==> config.mk <==
export PLATFORM = sky130hd
export DESIGN_NAME = mem_copy_engine
export DESIGN_NICKNAME = d
export VERILOG_FILES = /design/src/rtl/mem_copy_engine.sv
export SDC_FILE = /design/constraint.sdc
export NUM_CORES = 1
export LEC_CHECK = 0
export ABC_AREA = 0
export BUFFER_PORTS_ARGS = -buffer_cell sky130_fd_sc_hd__buf_4
export CAP_MARGIN = 25
export CORE_ASPECT_RATIO = 2
export CORE_MARGIN = 5
export CORE_UTILIZATION = 24
export CTS_CLUSTER_SIZE = 16
export DETAILED_ROUTE_END_ITERATION = 16
export GPL_TIMING_DRIVEN = 0
export RECOVER_POWER = 25
export SETUP_SLACK_MARGIN = 0.3
export SLEW_MARGIN = 20
export SYNTH_ARGS = -nofsm -noshare
export SYNTH_HDL_FRONTEND = slang
export SYNTH_SLANG_ARGS = --single-unit
==> constraint.sdc <==
create_clock -name clock -period 4.07 [get_ports clock]
set_clock_uncertainty 0.05 [all_clocks]
set_input_delay 0.407 -clock clock [delete_from_list [all_inputs] [get_ports clock]]
set_output_delay 0.407 -clock clock [all_outputs]
set_load 0.05 [all_outputs]
==> src/rtl/mem_copy_engine.sv <==
// Word-by-word memory copy engine: reads a source word, writes it to the destination,
// and repeats until length words are moved, then pulses done.
module mem_copy_engine #(
   parameter int AW     = 16,
   parameter int DW     = 16,
   parameter int RD_LAT = 1
) (
   input  logic          clock,
   input  logic          reset_n,
   input  logic          start,
   input  logic          abort,
   input  logic [AW-1:0] src_addr,
   input  logic [AW-1:0] dst_addr,
   input  logic [15:0]   length,
   output logic          busy,
   output logic          done,
   output logic [15:0]   words_copied,
   output logic          MemRead,
   output logic          MemWrite,
   output logic [AW-1:0] address,
   output logic [DW-1:0] data_to_write,
   input  logic [DW-1:0] readed_data
);

   typedef enum logic [1:0] {IDLE, READ, WRITE, DONE} state_t;

   localparam logic [2:0] LAT_LAST = 3'(RD_LAT - 1);

   state_t        state;
   logic [AW-1:0] src_q;
   logic [AW-1:0] dst_q;
   logic [15:0]   len_q;
   logic [15:0]   index_q;
   logic [15:0]   index_next;
   logic [DW-1:0] buffer_q;
   logic [2:0]    lat_cnt;

   assign index_next    = index_q + 16'd1;
   assign busy          = (state != IDLE);
   assign data_to_write = (state == WRITE) ? buffer_q : '0;

   // Control outputs are registered: each transition loads the values the next state drives.
   always_ff @(posedge clock or negedge reset_n) begin
      if (!reset_n) begin
         state        <= IDLE;
         src_q        <= '0;
         dst_q        <= '0;
         len_q        <= '0;
         index_q      <= '0;
         buffer_q     <= '0;
         lat_cnt      <= '0;
         words_copied <= '0;
         done         <= 1'b0;
         MemRead      <= 1'b0;
         MemWrite     <= 1'b0;
         address      <= '0;
      end else begin
         done <= 1'b0;
         case (state)
            IDLE: begin
               if (start) begin
                  src_q        <= src_addr;
                  dst_q        <= dst_addr;
                  len_q        <= length;
                  index_q      <= '0;
                  words_copied <= '0;
                  lat_cnt      <= '0;
                  if (length == 16'd0) begin
                     state <= DONE;
                     done  <= 1'b1;
                  end else begin
                     state   <= READ;
                     MemRead <= 1'b1;
                     address <= src_addr;
                  end
               end
            end
            READ: begin
               if (abort) begin
                  state   <= IDLE;
                  MemRead <= 1'b0;
                  address <= '0;
               end else if (lat_cnt == LAT_LAST) begin
                  buffer_q <= readed_data;
                  lat_cnt  <= '0;
                  state    <= WRITE;
                  MemRead  <= 1'b0;
                  MemWrite <= 1'b1;
                  address  <= dst_q + AW'(index_q);
               end else begin
                  lat_cnt <= lat_cnt + 3'd1;
               end
            end
            WRITE: begin
               MemWrite <= 1'b0;
               if (abort) begin
                  state   <= IDLE;
                  address <= '0;
               end else begin
                  index_q      <= index_next;
                  words_copied <= words_copied + 16'd1;
                  if (index_next == len_q) begin
                     state   <= DONE;
                     done    <= 1'b1;
                     address <= '0;
                  end else begin
                     state   <= READ;
                     MemRead <= 1'b1;
                     address <= src_q + AW'(index_next);
                  end
               end
            end
            DONE: begin
               state <= IDLE;
            end
            default: begin
               state <= IDLE;
            end
         endcase
      end
   end

endmodule

==> metrics, run 1 <==
peak supply drop=344.3 uV; Die Wd=135.4 um; core region area=0.03131 sq mm; asr flop ratio synth=1.000; Max-Cap Viols=1; vias per cell=between 4 and 5; pin count of the biggest net entering global routing=78; Clock Latency Late Sink=420 ps; Worst-path clk slew=50 ps; CTS buffer count=17; critical path type=reg -> reg; Yosys reg bits=120; num ports=120; CTS HTree Levels=4; post-synthesis sequential area ratio=0.3975; Final GP Congestion=0.9046; vias in the first global route=6559; DIE HEIGHT=260.9 um; final hold violation count=0; share of cells above drive strength 1=0.2623; Avg Synthesized Cell Area=approximately 9.9 sq um; most frequent cells in the layout=dfrtp_1 (119), buf_4 (118), mux2_2 (64); Total GRT Usage=0.1253; Post-Syn Area=0.007553 sq mm; total power=6.989 mW; run status=finished with violations; CP arrival=3900 ps; Starting Density=0.2412; largest family of logic cells by synthesized area=compound AO/OA/AOI/OAI gates; Routed Antenna Nets=0; Port Buf Inserts=119; violated checks=capacitance limit, slew limit; number of synthesized flops with an enable pin=0; Post-Synth Adder-Cell Area=0.07653; PwrDens=slightly above 700 mW/mm^2; Pins Over Slew Limit=44; initial drt markers=545; nature of the critical path startpoint=register; Final setup violation count=0; Post-Syn Instances=763; Yosys top cell area share=0.3975; most common flop cell mapped by yosys=dfrtp_1; Detail Placement HPWL=17.00 mm; worst-path fanout max=8; Nets=1016; RSZ-0062 raised after global routing=true; drt wl/cell=roughly 17 um; CTS tree=yes; post-synthesis mux area share=0.09806; DR vias=between 6000 and 7000; slew margin rel.=-0.6481; commonest non-fill, non-tap cell in the layout=dfrtp_1; CTS root buf=clkbuf_16; first drt pass iteration count=5; DRT Wirelength=22.09 mm; syn nets=876; initial antenna violation count=0; max frequency=~270 MHz; Die ar.=0.03534 sq mm; min-delay worst type=in -> reg; area delta synth->final=28.72%; YS warnings=0; post-synthesis compound-gate area fraction=0.1728; synth unique cells=65; Tmin final=3664 ps; Post-Synth Simple-Gate Area=0.1531; DRC=0; Worst EP required=4310 ps; Synth area leaders=dfrtp_1 (40%), mux2_2 (9.5%), ha_1 (7.1%); crit path from=index_q[1]$_DFFE_PN0P_; setup ws final=406.3 ps; hold_ws=between 150 and 200 ps; CTS max path bufs=2; Post-Synth XOR/XNOR Area=0.07206; Place WS=-150.0 ps; first-pass GRT wire length=35.11 mm; Worst Hold Launch=readed_data[1]; Storage cell area=0.003004 sq mm; Num Clock Sinks=120; Crit. End Element=register; Setup Fix Bufs, Post-CTS=0; grt total ovfl=0; final worst-path cycle share=0.9002; ANT cells=0; Multi-input gate area=0.004379 sq mm; Pleak=approximately 4.3 nW; cell taking the most area after synthesis=dfrtp_1; FILL cells=3303; row cnt=92; Least-Margin Pin Slew=2472 ps; R2R Path Start=index_q[1]$_DFFE_PN0P_
-- registers in the layout, summed over array words and instances, names as in the netlist --
register and cells:
lat_cnt 3, src_q 16, MemWrite 1, address 16
MemRead 1, state 2, len_q 16, words_copied 16
done 1, dst_q 16, buffer_q 16, index_q 16
-- worst paths after layout --
kind / endpoint / slack, ps / cells past startpoint
setup / recovery: address[11]$_DFFE_PN0P_ / 410 / 13
hold / removal: buffer_q[1]$_DFFE_PN0P_ / 160 / 2
setup reg to reg: address[11]$_DFFE_PN0P_ / 410 / 13
hold reg to reg: address[4]$_DFFE_PN0P_ / 440 / 2
max in group asynchronous: dst_q[11]$_DFFE_PN0P_ / 1310 / 2
min in group asynchronous: address[3]$_DFFE_PN0P_ / 1240 / 2
-- cells by family after synthesis --
logic type               count (synthesis)
AO/OA/AOI/OAI                          197
XOR/XNOR                                59
adder cells (fa/ha/maj)                 45
buffers and inverters                   56
flip-flops                             120
multiplexers                            66
AND/OR/NAND/NOR                        220
-- per-stage QoR --
| stage | utilization | cell area [sq um] | TNS (ps) | std cells |
|---|---|---|---|---|
| finish | 0.3105 | 9723 | 0 | 1338 |
| global route | 0.3105 | 9723 | 0 | 1338 |
| CTS | 0.3094 | 9688 | 0 | 1338 |
| detailed placement | 0.2878 | 9012 | -268.3 | 1306 |
| global placement | 0.2867 | 8976 | -373.9 | 1305 |
| floorplan | - | 7553 | 0 | 763 |
-- per-layer routing --
layer  vias up  share of wire  track usage
li1       3077              -            -
met4         0          0.018      0.03419
met1      3074           0.43       0.1605
met2       251           0.47       0.2008
met5         -              0            0
met3        35          0.086      0.04263
-- power breakdown --
part | total [mW] | leakage [nW] | internal, mW | switching, mW
Clock | 1.70 | 0.320 | 1.15 | 0.547
Combinational | 3.30 | 2.53 | 1.32 | 1.99
Sequential | 1.99 | 1.50 | 1.65 | 0.343
Total | 6.99 | 4.34 | 4.11 | 2.88
-- cell type report --
class / count / share of cell area
clock buffers: 24 / 0.05057
plain buffers: 34 / 0.01493
well taps: 423 / 0.05443
clock inverters: 7 / 0.01686
flip-flops and latches: 120 / 0.3090
multi-input cells: 587 / 0.4504
repair buffers: 121 / 0.09535
inverters: 22 / 0.008493
-- synth_stat cells, types with 5 or more instances --
| cell type | number |
|---|---|
| dfrtp_1 | 120 |
| mux2_2 | 64 |
| o21ai_0 | 53 |
| nor2_1 | 52 |
| ha_1 | 43 |
| nand2_1 | 42 |
| a21oi_1 | 35 |
| xnor2_1 | 35 |
| inv_1 | 22 |
| xor2_1 | 22 |
| clkbuf_1 | 20 |
| nor3_1 | 20 |
| and2_1 | 19 |
| nand3_1 | 17 |
| a21o_1 | 16 |
| o31ai_1 | 12 |
| a211oi_1 | 10 |
| nand4_1 | 10 |
| and3_1 | 9 |
| a31oi_1 | 8 |
| nor2b_1 | 8 |
| nor4_1 | 8 |
| or3_1 | 8 |
| buf_2 | 7 |
| o21ai_1 | 7 |
| buf_1 | 6 |
| nand2b_1 | 6 |
| o21a_1 | 6 |
| a22o_1 | 5 |
| or2_2 | 5 |
-- worst max-delay path, stage by stage (launching register included) --
cell and delay, ps:
dfrtp_2 480, ha_4 220, nand4_1 220, or2_2 340
clkbuf_1 190, xnor2_1 180, ha_1 380, a21o_1 210
a221oi_1 290, o21ai_1 200, a21oi_1 220, xnor2_1 90
a221oi_1 340, nor3_1 110
-- timing repair --
action,CTS,global route
hold buffers,1,0
pin swaps,0,1
resized for setup,5,8
setup endpoints to repair,14,14
hold endpoints to repair,43,0
(Power assumes the default switching activity.)
==> run 2, diff against run 1 <==
Clock period 4.07 ns to 3.8 ns, I/O delays scaled along.
==> metrics, run 2 (same netlist as run 1, synthesis figures left out) <==
run status=finished with violations; violated checks=capacitance limit, slew limit; slowest CP cell=dfrtp_1; setup TNS=0 ps; FF-to-FF setup slack=440 ps; RSZ-0062 raised after global routing=true; Die ar.=0.03534 sq mm; Pins Over Slew Limit=51; vias in the first global route=6796; PwrDens=752.7 mW/mm^2; drt wl/cell=16.90 um; nature of the critical path startpoint=register; final std cells w/o fill=around 1300; Starting Density=0.2412; share of cells above drive strength 1=0.2990; Clock Latency Late Sink=between 400 and 500 ps; Num Clock Sinks=120; Worst-path clk slew=60 ps; Max-Cap Viols=1; slew margin rel.=-0.6376; CTS root buf=clkbuf_16; DR vias=6589; critical path type=reg -> reg; commonest non-fill, non-tap cell in the layout=buf_4; initial antenna violation count=0; initial drt markers=446; Tmin final=3363 ps; num ports=120; CTS max path bufs=2; Detail Placement HPWL=17.29 mm; Nets=1024; CTS tree=yes; Final GP Congestion=0.8873; Inst Count DP=1306; final worst-path cycle share=0.8850; pin count of the biggest net entering global routing=71; worst-path fanout max=7; DIE HEIGHT=260.9 um; CTS HTree Levels=4; max frequency=297.4 MHz; post-route cell area=0.009897 sq mm; Final setup violation count=0; max incr delay on CP=340 ps; crit-path leading delay family=simple AND/OR/NAND/NOR gates; row cnt=92; Worst EP required=4080 ps; first-pass GRT wire length=35.75 mm; Least-Margin Pin Slew=2456 ps; CP Cell Sequence=clkbuf_1 > nand4_1 > nor3_4 > xor2_2 > ha_1 > nand2_1 > nand2b_1 > a21o_1 > a221o_1 > a31oi_1 > xnor2_1 > nand2_1 > a31oi_1; min-delay worst type=in -> reg; most frequent cells in the layout=buf_4 (128), dfrtp_1 (119), mux2_2 (64); CTS buffer count=17; grt total ovfl=0; Die Wd=135.4 um; DRT Wirelength=22.75 mm; vias per cell=a little under 5; CP arrival=between 3000 and 4000 ps; Routed Antenna Nets=0; Total GRT Usage=0.1275; Port Buf Inserts=119; ANT cells=0; area delta synth->final=31.03%; Placed Area=0.009014 sq mm; Pleak=4.428 nW; core region area=0.03131 sq mm; Crit. End Element=register; Buffers & Inverters on Critical Path=1; first drt pass iteration count=8; peak supply drop=about 350 uV; final hold violation count=0; DRC=0
run 2: cell count changes in the layout (fill, tap and decap cells not counted), moves of 3 or more:
cell / previous run / this run
buf_4: 118 / 128
clkbuf_2: 1 / 6
clkbuf_1: 23 / 15
a221oi_2: 1 / 4
clkbuf_8: 4 / 1
a221oi_1: 4 / 1
clkinvlp_4: 0 / 4
run 2: path summary, 6_finish.rpt:
kind	cells past startpoint	end	start
worst min-delay path	2	buffer_q[15]$_DFFE_PN0P_	readed_data[15]
worst max-delay path	13	address[15]$_DFFE_PN0P_	index_q[10]$_DFFE_PN0P_
max in group asynchronous	2	dst_q[12]$_DFFE_PN0P_	reset_n
min in group asynchronous	2	address[3]$_DFFE_PN0P_	reset_n
worst min register to register	2	address[4]$_DFFE_PN0P_	address[4]$_DFFE_PN0P_
worst max register to register	13	address[15]$_DFFE_PN0P_	index_q[10]$_DFFE_PN0P_
run 2: worst register-to-register path: stages (launching register included):
cell	delay [ps]
dfrtp_1	340
clkbuf_1	300
nand4_1	330
nor3_4	310
xor2_2	280
ha_1	330
nand2_1	110
nand2b_1	150
a21o_1	210
a221o_1	340
a31oi_1	190
xnor2_1	140
nand2_1	70
a31oi_1	130
run 2: metrics by stage:
stage | hold slack (ps) | power, mW | setup WS [ps] | utilization
finish | 136.0 | 7.450 | 437.1 | 0.3161
global route | 128.0 | 7.900 | 210.8 | 0.3161
CTS | 124.4 | 7.368 | 271.5 | 0.3100
detailed placement | 307.0 | 5.644 | -324.6 | 0.2879
global placement | 420.1 | 5.536 | -321.1 | 0.2867
floorplan | 34.41 | 4.550 | 371.7 | -
run 2: layout make-up:
class / count / area, sq um
fill: 3303 / 21410
multi-input combinational: 587 / 4536
sequential: 120 / 3004
timing repair buffer: 129 / 993.5
tap: 423 / 529.3
clock buffer: 19 / 442.9
buffer: 34 / 156.4
clock inverter: 12 / 152.6
inverter: 22 / 82.58
run 2: report_power, final:
part           total, mW  internal [mW]  switching [mW]
sequential          2.13           1.77           0.367
combinational       3.67           1.47            2.20
clock               1.64           1.04           0.602
run 2: routing by layer:
| layer | track usage | vias up | routed length, um |
|---|---|---|---|
| li1 | - | 3099 | - |
| met1 | 0.1576 | 3196 | 9677 |
| met2 | 0.2068 | 256 | 10610 |
| met3 | 0.04051 | 38 | 1795 |
| met4 | 0.04737 | 0 | 668 |
| met5 | 0 | - | 0 |
run 2: timing repair:
action / in CTS / in global routing
buffers inserted: 3 / 5
endpoints found under the setup margin: 17 / 16
cloned: 0 / 0
pin swaps: 1 / 6
hold buffers: 1 / 0
endpoints found under the hold margin: 50 / 0
resized for setup: 15 / 37
==> run 3, diff against run 2 <==
Settings changed: CELL_PAD_IN_SITES_DETAIL_PLACEMENT set to 1, CELL_PAD_IN_SITES_GLOBAL_PLACEMENT set to 2, PLACE_DENSITY_LB_ADDON set to 0.1.
==> metrics, run 3 (same netlist as run 1, synthesis figures left out) <==
Die ar.=0.03534 sq mm; DRC=0; most frequent cells in the layout=buf_4 (135), dfrtp_1 (117), mux2_2 (64); Place WS=-544.8 ps; PwrDens=769.4 mW/mm^2; peak supply drop=333.3 uV; setup TNS=0 ps; Final GP Congestion=0.7858; Least-Margin Pin Slew=2269 ps; CTS root buf=clkbuf_16; slew margin rel.=-0.5127; CTS buffer count=17; Port Buf Inserts=119; Clock Latency Late Sink=440 ps; max frequency=between 200 and 300 MHz; grt total ovfl=0; core region area=0.03131 sq mm; FILL cells=3600; Die Wd=135.4 um; first-pass GRT wire length=about 42 mm; run status=finished with violations; setup ws final=459.0 ps; CTS HTree Levels=4; first drt pass iteration count=6; Total GRT Usage=0.1586; final hold violation count=0; Max-Cap Viols=1; Tmin final=3341 ps; min-delay worst type=in -> reg; slowest CP cell=a2111oi_4; worst-path fanout max=9; final worst-path cycle share=0.8792; ANT cells=0; Crit. End Element=register; share of cells above drive strength 1=0.3140; area delta synth->final=33.08%; drt wl/cell=20.33 um; commonest non-fill, non-tap cell in the layout=buf_4; critical path type=reg -> reg; violated checks=capacitance limit, slew limit; nature of the critical path startpoint=register; Nets=~1000; Detail Placement HPWL=between 20 and 25 mm; row cnt=92; Pleak=4.523 nW; vias in the first global route=6965; CP Cell Sequence=buf_2 > nand3_4 > nor2_2 > xnor2_2 > ha_1 > o21a_2 > a2111oi_4 > nor3_2 > o31a_1 > or3_1 > nand3_1 > a31oi_1; CTS max path bufs=2; CP arrival=3600 ps; initial drt markers=205; Final setup violation count=0; RSZ-0062 raised after global routing=true; Buffers & Inverters on Critical Path=1; crit-path leading delay family=compound AO/OA/AOI/OAI gates; vias per cell=4.718; Starting Density=0.2412; max incr delay on CP=450 ps; num ports=120; Pins Over Slew Limit=38; initial antenna violation count=0; pin count of the biggest net entering global routing=84; DR vias=between 6000 and 7000; DRT Wirelength=27.51 mm; Worst EP required=about 4100 ps; DIE HEIGHT=260.9 um; CTS tree=yes; Num Clock Sinks=120; Worst-path clk slew=70 ps; Routed Antenna Nets=0
run 3: changes by cell type in the layout (fill, tap and decap cells not counted), sizes merged:
cell | previous run | this run
clkinv | 5 | 4
bufinv | 3 | 4
clkdlybuf4s25 | 1 | 0
clkinvlp | 4 | 3
buf | 141 | 150
run 3: repair_timing:
item	CTS	global route
resized for setup	39	26
setup endpoints to repair	17	14
endpoints found under the hold margin	37	0
hold buffers	1	0
setup buffers	8	5
pin swaps	4	8
run 3: final cells by class:
| type | instances | area, sq um | area share |
|---|---|---|---|
| Clock inverter | 11 | 170.2 | 0.01693 |
| Sequential cell | 120 | 3007 | 0.2991 |
| Clock buffer | 21 | 470.5 | 0.04680 |
| Buffer | 34 | 165.2 | 0.01643 |
| Timing Repair Buffer | 135 | 1042 | 0.1037 |
| Multi-Input combinational cell | 587 | 4586 | 0.4562 |
| Tap cell | 423 | 529.3 | 0.05265 |
| Inverter | 22 | 82.58 | 0.008215 |
run 3: metal layers:
| layer | track usage | up-vias | part of all wire |
|---|---|---|---|
| li1 | - | 3106 | - |
| met1 | 0.1905 | 3191 | 0.43 |
| met2 | 0.2882 | 69 | 0.54 |
| met3 | 0.02701 | 18 | 0.020 |
| met4 | 0.04316 | 0 | 0.014 |
| met5 | 0 | - | 0 |
run 3: path summary, 6_finish.rpt:
kind,start,end,slack [ps],cells after the start
max,index_q[4]$_DFFE_PN0P_,address[14]$_DFFE_PN0P_,460,12
min,readed_data[6],buffer_q[6]$_DFFE_PN0P_,120,2
max reg2reg,index_q[4]$_DFFE_PN0P_,address[14]$_DFFE_PN0P_,460,12
min reg2reg,buffer_q[10]$_DFFE_PN0P_,buffer_q[10]$_DFFE_PN0P_,450,1
max in group asynchronous,reset_n,buffer_q[12]$_DFFE_PN0P_,1240,3
min in group asynchronous,reset_n,address[11]$_DFFE_PN0P_,1120,2
run 3: power breakdown:
| group | internal, mW | switching, mW |
|---|---|---|
| registers | 1.77 | 0.380 |
| clock network | 1.15 | 0.647 |
| logic | 1.49 | 2.30 |
run 3: stage by stage:
step | utilization | cells | hold slack, ps | cell area, sq um | total power, mW
floorplan | - | 763 | 34.41 | 7555 | 4.550
global placement | 0.2867 | 1305 | 432.3 | 8977 | 5.824
detailed placement | 0.2882 | 1307 | 237.0 | 9022 | 5.876
CTS | 0.3165 | 1348 | 89.39 | 9908 | 7.822
global route | 0.3211 | 1353 | 92.90 | 10050 | 8.260
finish | 0.3211 | 1353 | 115.8 | 10050 | 7.734
